`src/rtl/iter_shift_unit_pkg.sv`:
```
`default_nettype none
// ============================================================================
// Module      : iter_shift_unit_pkg
// Description : Shared definitions for the iterative shift unit and the ALU
//               decoder: shift operation encodings and FSM state encoding.
// Revision    : 1.0 - initial release
// ============================================================================
package iter_shift_unit_pkg;

    // Shift operation encoding (op field)
    localparam logic [1:0] SHIFT_SLL  = 2'b00;
    localparam logic [1:0] SHIFT_SRL  = 2'b01;
    localparam logic [1:0] SHIFT_SRA  = 2'b10;
    localparam logic [1:0] SHIFT_ROTR = 2'b11;

    // Control FSM states
    typedef enum logic [0:0] {
        S_IDLE  = 1'b0,
        S_SHIFT = 1'b1
    } state_e;

endpackage : iter_shift_unit_pkg
`default_nettype wire

```
`src/rtl/iter_shift_unit_shift_step.sv`:
```
`default_nettype none
// ============================================================================
// Module      : shift_step
// Description : Combinational single-step shifter. Shifts acc_i by s_i bits
//               according to op_i (SLL / SRL / SRA / ROTR).
//               Build option SHIFT_ROT_EN: when defined, op=11 rotates right;
//               when undefined, op=11 behaves as SRL and no rotate logic exists.
// Ports       : acc_i  - accumulator value to shift
//               s_i    - shift distance for this step
//               op_i   - operation encoding
//               acc_o  - shifted accumulator
// Revision    : 1.0 - initial release
// ============================================================================
module shift_step
    import iter_shift_unit_pkg::*;
#(
    parameter int WIDTH = 32,
    parameter int SW    = $clog2(WIDTH)
) (
    input  logic [WIDTH-1:0] acc_i,
    input  logic [SW-1:0]    s_i,
    input  logic [1:0]       op_i,
    output logic [WIDTH-1:0] acc_o
);

`ifdef SHIFT_ROT_EN
    // Left-shift distance that brings the bits dropped off the LSB end back
    // in at the MSB end. For s_i=0 this is WIDTH, which shifts everything out.
    logic [SW:0] w_rot_lsh;
    assign w_rot_lsh = (SW+1)'(WIDTH) - {1'b0, s_i};
`endif

    always_comb begin
        acc_o = acc_i >> s_i;
        case (op_i)
            SHIFT_SLL: acc_o = acc_i << s_i;
            SHIFT_SRL: acc_o = acc_i >> s_i;
            SHIFT_SRA: acc_o = $signed(acc_i) >>> s_i;
`ifdef SHIFT_ROT_EN
            SHIFT_ROTR: acc_o = (acc_i >> s_i) | (acc_i << w_rot_lsh);
`else
            SHIFT_ROTR: acc_o = acc_i >> s_i;
`endif
            default: acc_o = acc_i >> s_i;
        endcase
    end

endmodule : shift_step
`default_nettype wire

```
`src/rtl/iter_shift_unit.sv`:
```
`default_nettype none
// ============================================================================
// Module      : iter_shift_unit
// Description : Multi-cycle shift unit. Accepts operand A and amount B[4:0]
//               on start while idle, then shifts at most STEP bits per cycle
//               and presents a registered result with a one-cycle done pulse.
//               Build option SHIFT_ROT_EN enables ROTR for op=11 (otherwise
//               op=11 is SRL).
// Ports       : clk    - clock, rising edge
//               reset  - synchronous active-high reset
//               start  - request strobe, honoured only while idle
//               op     - 00 SLL, 01 SRL, 10 SRA, 11 ROTR/SRL
//               A      - operand
//               B      - shift amount (low bits only)
//               busy   - request in progress
//               done   - one-cycle pulse, result newly valid
//               result - registered result
// Parameters  : STEP (1..32) max bits per cycle; WIDTH fixed at 32
// Revision    : 1.0 - initial release
// ============================================================================
module iter_shift_unit
    import iter_shift_unit_pkg::*;
#(
    parameter int STEP  = 1,
    parameter int WIDTH = 32
) (
    input  logic             clk,
    input  logic             reset,
    input  logic             start,
    input  logic [1:0]       op,
    input  logic [WIDTH-1:0] A,
    input  logic [31:0]      B,
    output logic             busy,
    output logic             done,
    output logic [WIDTH-1:0] result
);

    localparam int SW = $clog2(WIDTH);
    // One extra bit so that STEP=WIDTH is representable for the min() compare
    localparam logic [SW:0] STEP_C = (SW+1)'(STEP);

    state_e           state_q, state_d;
    logic [WIDTH-1:0] acc_q, acc_d;
    logic [SW-1:0]    cnt_q, cnt_d;
    logic [1:0]       op_q, op_d;
    logic [WIDTH-1:0] result_q, result_d;
    logic             done_q, done_d;

    logic [SW-1:0]    w_s;
    logic [WIDTH-1:0] w_step_acc;
    logic             w_unused_b;

    // Upper bits of the shift amount are architecturally ignored
    assign w_unused_b = ^B[31:SW];

    // s = min(cnt, STEP). When STEP >= 2**SW the else branch is unreachable
    // because cnt can never reach STEP.
    assign w_s = ({1'b0, cnt_q} < STEP_C) ? cnt_q : STEP_C[SW-1:0];

    shift_step #(
        .WIDTH (WIDTH),
        .SW    (SW)
    ) u_shift_step (
        .acc_i (acc_q),
        .s_i   (w_s),
        .op_i  (op_q),
        .acc_o (w_step_acc)
    );

    always_ff @(posedge clk) begin
        if (reset) begin
            state_q  <= S_IDLE;
            acc_q    <= '0;
            cnt_q    <= '0;
            op_q     <= SHIFT_SLL;
            result_q <= '0;
            done_q   <= 1'b0;
        end else begin
            state_q  <= state_d;
            acc_q    <= acc_d;
            cnt_q    <= cnt_d;
            op_q     <= op_d;
            result_q <= result_d;
            done_q   <= done_d;
        end
    end

    always_comb begin
        state_d  = state_q;
        acc_d    = acc_q;
        cnt_d    = cnt_q;
        op_d     = op_q;
        result_d = result_q;
        done_d   = 1'b0;
        case (state_q)
            S_IDLE: begin
                if (start) begin
                    acc_d   = A;
                    cnt_d   = B[SW-1:0];
                    op_d    = op;
                    state_d = S_SHIFT;
                end
            end
            S_SHIFT: begin
                if (cnt_q != '0) begin
                    acc_d = w_step_acc;
                    cnt_d = cnt_q - w_s;
                end else begin
                    // Remaining count exhausted: publish and return to idle
                    result_d = acc_q;
                    done_d   = 1'b1;
                    state_d  = S_IDLE;
                end
            end
            default: state_d = S_IDLE;
        endcase
    end

    assign busy   = (state_q == S_SHIFT);
    assign done   = done_q;
    assign result = result_q;

endmodule : iter_shift_unit
`default_nettype wire

```
`config.mk`:
```
export PLATFORM = sky130hd
export DESIGN_NAME = iter_shift_unit
export DESIGN_NICKNAME = d
export VERILOG_FILES = /design/src/rtl/iter_shift_unit_pkg.sv /design/src/rtl/iter_shift_unit_shift_step.sv /design/src/rtl/iter_shift_unit.sv
export SDC_FILE = /design/constraint.sdc
export NUM_CORES = 1
export LEC_CHECK = 0
export CAP_MARGIN = 20
export CORE_ASPECT_RATIO = 0.5
export CORE_MARGIN = 4
export CORE_UTILIZATION = 25
export CTS_BUF_LIST = sky130_fd_sc_hd__clkbuf_8 sky130_fd_sc_hd__clkbuf_16
export DETAILED_ROUTE_END_ITERATION = 8
export MAX_ROUTING_LAYER = met4
export SETUP_SLACK_MARGIN = 0.05
export SYNTH_ARGS = -nofsm -noshare
export SYNTH_HDL_FRONTEND = slang
export SYNTH_SLANG_ARGS = --single-unit
```
`constraint.sdc`:
```
create_clock -name clk -period 2.4 [get_ports clk]
set_input_delay 0.24 -clock clk [delete_from_list [all_inputs] [get_ports clk]]
set_output_delay 0.24 -clock clk [all_outputs]
set_load 0.01 [all_outputs]
```
==> run metrics, run 1 <==
status finished, final reports clean; I/O Pins 103; Final ANT Viol Nets 0; Worst Max-Slew Pin Slew 0.6450 ns; setup TNS 0 ns; Ys Warns 0; drt pass-1 iters 4; met1 Track Usage GR 15.78%; clock period minus worst slack between 1.5 and 2 ns; Vias/cell 4.806; H-tree levels 3; most common cell after layout, fill and taps aside nand2_1; largest net degree at the start of global routing 62; Crit. path cell count 1; Most Used Layer, Global Route met2; crit-path leading delay family buffers and inverters; commonest register cell after synthesis dfxtp_1; Die Area between 0.015 and 0.02 sq mm; slowest stage cell, crit path clkdlybuf4s50_1; sequential cell area 0.001461 sq mm; WL/cell 14.47 um; clock root buffer clkbuf_16; number of synthesized flops with an enable pin 0; Async SR Flop Fraction 0%; Reg2Reg Depth 6; CP endpoint kind output port; Area Overhead vs Synth 36.66%; post-cts resize count 0; routability cong. 0.7851; GRT Util Overall about an eighth; leak pwr 1.537 nW; # fillers 1,330; share of cells above drive strength 1 10.86%; area of the core ~0.013 sq mm; Max IR drop VDD 330.4 uV; first-pass GRT wire length around 15,000 um; Fin. Hold Viols 0; CTS tree built; ANT cells 0; Clock Skew 0.004832 ns; Residual DRC 0; Num CTS Buffers 9; vias in the first global route slightly below 3,000; CTS Hold Bufs 0; placed cell count 633; via count a little over 3,000; Crit path buffers/inverters 1; max_cap viols 0; clock sink count 73; fin nets roughly 540; multi-input logic area roughly 0.0017 sq mm; fin crit share 71.22%; HP Class in2reg; grt ovf 0; die height approximately 90 um; slowest stage delay, CP 0.61 ns; Synth Instances 405; Netlist cell types 34; initial core utilization between 20% and 30%; kind of critical path reg2out; Synth Area per Inst 8.208 sq um; Critical Path RT about 2.2 ns; Mapped Area 0.003324 sq mm; CTS Buffer Depth 2; Clock Pin Slew Worst Setup and Hold Paths ~0.06 ns; Worst slew margin ~57%; Routed WL 9391 um; Detail Placement HPWL ~6400 um; # rows 29; Post-Syn Nets around 480; Final Setup Violations 0; initial antenna violation count 0; most frequent cells in the layout 95 x nand2_1, 74 x clkdlybuf4s50_1, 73 x dfxtp_1, 43 x a21oi_1, 36 x o21ai_0; share of the yosys chip area belonging to registers 43.96%; Worst Hold Depth 5; CP cell instances clkdlybuf4s50_1; Post-CTS Setup Repair Bufs 0; M3 GR Usage 3.269%; Cell Count, Final, Fillers Out 649; RSZ-0062 raised after global routing false; CP Launch Type register; PwrDens ~770 mW/mm^2; Clock Latency Late Sink between 0.3 and 0.4 ns; f_max 0.5850 GHz; met2 GRT Util 20.76%; crit-path max FO 10; #FFs+latches synth 73; IO Port Bufs 75; die extent in x 171.1 um; 1st-iter DRT viols ~150; Final Slew Violations 0; Worst Path Arrival between 1 and 1.5 ns
## synthesized netlist by cell type, drive strengths merged (2+ instances only)
cell    number  area, sq um
a311oi      23        201.4
nor2         9        38.79
nor2b        4        25.02
mux2         7        78.83
a21oi       44        231.5
nand2       95        356.6
and3         2        12.51
nor4         2        12.51
nor3         3        26.28
a31oi        2        12.51
dfxtp       73         1461
clkbuf      19        71.32
mux2i        2        20.02
inv          3        11.26
and2        20        125.1
buf         16        108.9
a211oi      24        180.2
o21ai       36        180.2
a31o         2        17.52
a21o         3        22.52
a22oi        8        60.06
nand2b       2        12.51
## logic make-up (layout without fill, tap and decap cells)
kind of cell    Yosys count  in the layout  synth area share, %
compound gates          145            145                28.23
simple gates            139            139                18.71
flops                    73             73                43.96
buf+inv                  38            112                5.758
mux                       9              9                2.973
fa+ha+maj                 1              1               0.3763
## power breakdown
| group | switching (mW) | total, mW | internal, mW |
|---|---|---|---|
| Sequential | 0.117 | 1.45 | 1.33 |
| Clock | 0.498 | 1.32 | 0.825 |
| Combinational | 0.377 | 0.715 | 0.338 |
## layout make-up
cell class / count / share of cell area (%)
Multi-Input combinational cell: 294 / 36.99
Clock buffer: 10 / 5.260
Clock inverter: 6 / 1.267
Timing Repair Buffer: 93 / 19.39
Inverter: 3 / 0.2479
Sequential cell: 73 / 32.17
Tap cell: 170 / 4.682
## flip-flops by register name, indices dropped and copies added (netlist names)
signal / count
acc_q: 32
op_q: 2
cnt_q: 5
done: 1
busy: 1
result: 32
## worst paths after layout
path / start / end / slack (ns)
worst max register to register: cnt_q[2] / cnt_q[4] / 0.69
worst min register to register: result[21] / result[21] / 0.45
worst min-delay path: reset / acc_q[3] / 0.39
worst max-delay path: busy / busy / 0.69
## routing by layer
metal | part of all wire, % | wire length (um)
met1 | 46 | 4293
met2 | 49 | 4643
met3 | 4.2 | 395
met4 | 0.62 | 58
met5 | 0 | 0
## per-stage QoR
stage / power [mW] / hold slack [ns] / instance area, sq um / utilization, % / setup slack, ns
global placement: 2.186 / 0.4436 / 4247 / 33.06 / 0.6516
finish: 3.488 / 0.3894 / 4543 / 35.37 / 0.6907
CTS: 3.528 / 0.3806 / 4543 / 35.37 / 0.6840
detailed placement: 2.196 / 0.4463 / 4247 / 33.06 / 0.6393
global route: 3.678 / 0.4107 / 4543 / 35.37 / 0.5090
floorplan: 1.926 / 0.3760 / 3324 / - / 0.8937
Note: power is estimated with default switching activity, not from simulation.
==> run 2, diff against run 1 <==
Clock period 2.4 ns to 1.39 ns, I/O delays scaled along.
==> run 2 against run 1 <==
Effect of this change: the flow now finishes with violations (negative setup slack); utilization rose by 5.3 points; total power is 87% higher; routed wire length rose by 13%; register-to-register slack lost 0.75 ns; count of clock-buffer cells in the layout increased by 1; clock skew up 0.00080 ns; sequential power is 73% higher; sequential cell count unchanged; global-route usage up 0.81 points; non-clock buffer count grew 31; combinational power grew to 2.6 times the previous value; highest routed layer unchanged.
==> run metrics, run 2 (synthesis gave the netlist of run 1 again) <==
first-pass GRT wire length 15,950 um; Util after Layout approximately 41%; Clock Pin Slew Worst Setup and Hold Paths 0.06 ns; Worst slew margin 79.36%; initial antenna violation count 0; Final Slew Violations 0; ANT cells 0; most frequent cells in the layout 95 x nand2_1, 65 x dfxtp_1, 42 x a21oi_1, 40 x clkdlybuf4s50_1, 32 x dlygate4sd2_1; CTS tree built; vias in the first global route 3,122; setup ws final -0.05507 ns; CP Launch Type register; # rows 29; drt pass-1 iters 4; clock period minus worst slack 1.445 ns; die height 89.54 um; power consumption 6.511 mW; Worst Path Arrival 1.65 ns; Final ANT Viol Nets 0; IO Port Bufs between 70 and 80; worst hold slack just under 0.3 ns; PwrDens 1245 mW/mm^2; CP endpoint kind register; Area Overhead vs Synth 57.32%; Fin. Hold Viols 0; slowest stage delay, CP approximately 0.33 ns; Worst Max-Slew Pin Slew 0.3095 ns; Num CTS Buffers 9; Cell Count, Final, Fillers Out 680; crit-path leading delay family compound AO/OA/AOI/OAI gates; Clock Latency Late Sink between 0.3 and 0.4 ns; RSZ-0062 raised after global routing true; share of cells above drive strength 1 24.51%; 1st-iter DRT viols 229; crit-path max FO 13; die extent in x 171.1 um; Die Area 0.01532 sq mm; Post-Place Worst Slack -0.1074 ns; CTS Buffer Depth 2; most common cell after layout, fill and taps aside nand2_1; Critical Path RT 1.60 ns; CTS Hold Bufs 0; largest net degree at the start of global routing 62; Clock Skew about 0.0056 ns; slowest stage cell, crit path dfxtp_2; Crit path buffers/inverters 2; via count between 3,000 and 4,000; placed cell count 650; failing checks negative setup slack; kind of critical path reg2reg; Max IR drop VDD 509.1 uV; placed cell area 0.004452 sq mm; I/O Pins 103; setup TNS -0.4389 ns; clock sink count 73; status finished, violations left; # fillers 1,273; initial core utilization 25.88%; area of the core 0.01284 sq mm; CP cell instances nor3_4 > buf_6 > a21oi_4 > buf_12 > a211oi_1 > a311oi_2; Detail Placement HPWL between 6000 and 7000 um; GRT Util Overall 13.50%; Residual DRC 0; grt ovf 0; leak pwr 2.042 nW; flop-to-flop setup slack -0.06 ns; fin nets 575; Vias/cell about 4.9; clock root buffer clkbuf_16; cell area after layout 0.005230 sq mm; f_max 0.6920 GHz; Final Setup Violations 21; fin crit share 104.0%; Routed WL about 11,000 um; WL/cell around 16 um; routability cong. 0.8266; HP Class in2reg; H-tree levels 3; max_cap viols 0
run 2: final timing paths:
kind | start | to | depth (start not counted)
setup / recovery | cnt_q[4] | acc_q[11] | 6
hold / removal | reset | done | 3
setup reg to reg | cnt_q[4] | acc_q[11] | 6
hold reg to reg | result[23] | result[23] | 2
run 2: what timing repair did:
item	4_1_cts	5_1_grt
hold endpoints to repair	0	0
gates cloned	1	6
setup endpoints to repair	94	71
pin swaps	1	9
buffers inserted	3	4
gates resized for setup	46	59
run 2: layout make-up:
| cell class | count | area [sq um] | share of cell area (%) |
|---|---|---|---|
| clock buffer | 11 | 252.7 | 4.833 |
| clock inverter | 5 | 22.52 | 0.4306 |
| inverter | 3 | 11.26 | 0.2153 |
| multi-input combinational | 294 | 1944 | 37.18 |
| sequential | 73 | 1474 | 28.18 |
| tap | 170 | 212.7 | 4.067 |
| timing repair buffer | 124 | 1313 | 25.10 |
run 2: routing by layer:
layer,vias up,wire length (um),track usage [%]
met1,1571,4861,17.02
li1,1653,-,-
met4,0,89,3.019
met2,81,5106,22.12
met3,10,525,3.401
met5,-,0,-
run 2: worst register-to-register path, stage by stage (launching register included):
cell and delay, ns:
dfxtp_2 0.33, nor3_4 0.25, buf_6 0.16, a21oi_4 0.09, buf_12 0.16, a211oi_1 0.26, a311oi_2 0.07
run 2: where the power goes:
part	internal [mW]	leakage (nW)	total, mW	switching [mW]
Combinational	0.987	1.29	1.87	0.886
Sequential	2.31	0.601	2.51	0.196
Clock	1.28	0.148	2.13	0.851
==> run 3, diff against run 2 <==
Settings changed: CAP_MARGIN 20 to default, GPL_ROUTABILITY_DRIVEN from default to 0.
==> results of run 3 <==
No change in the layout: final DEF, timing and power equal those of run 2.
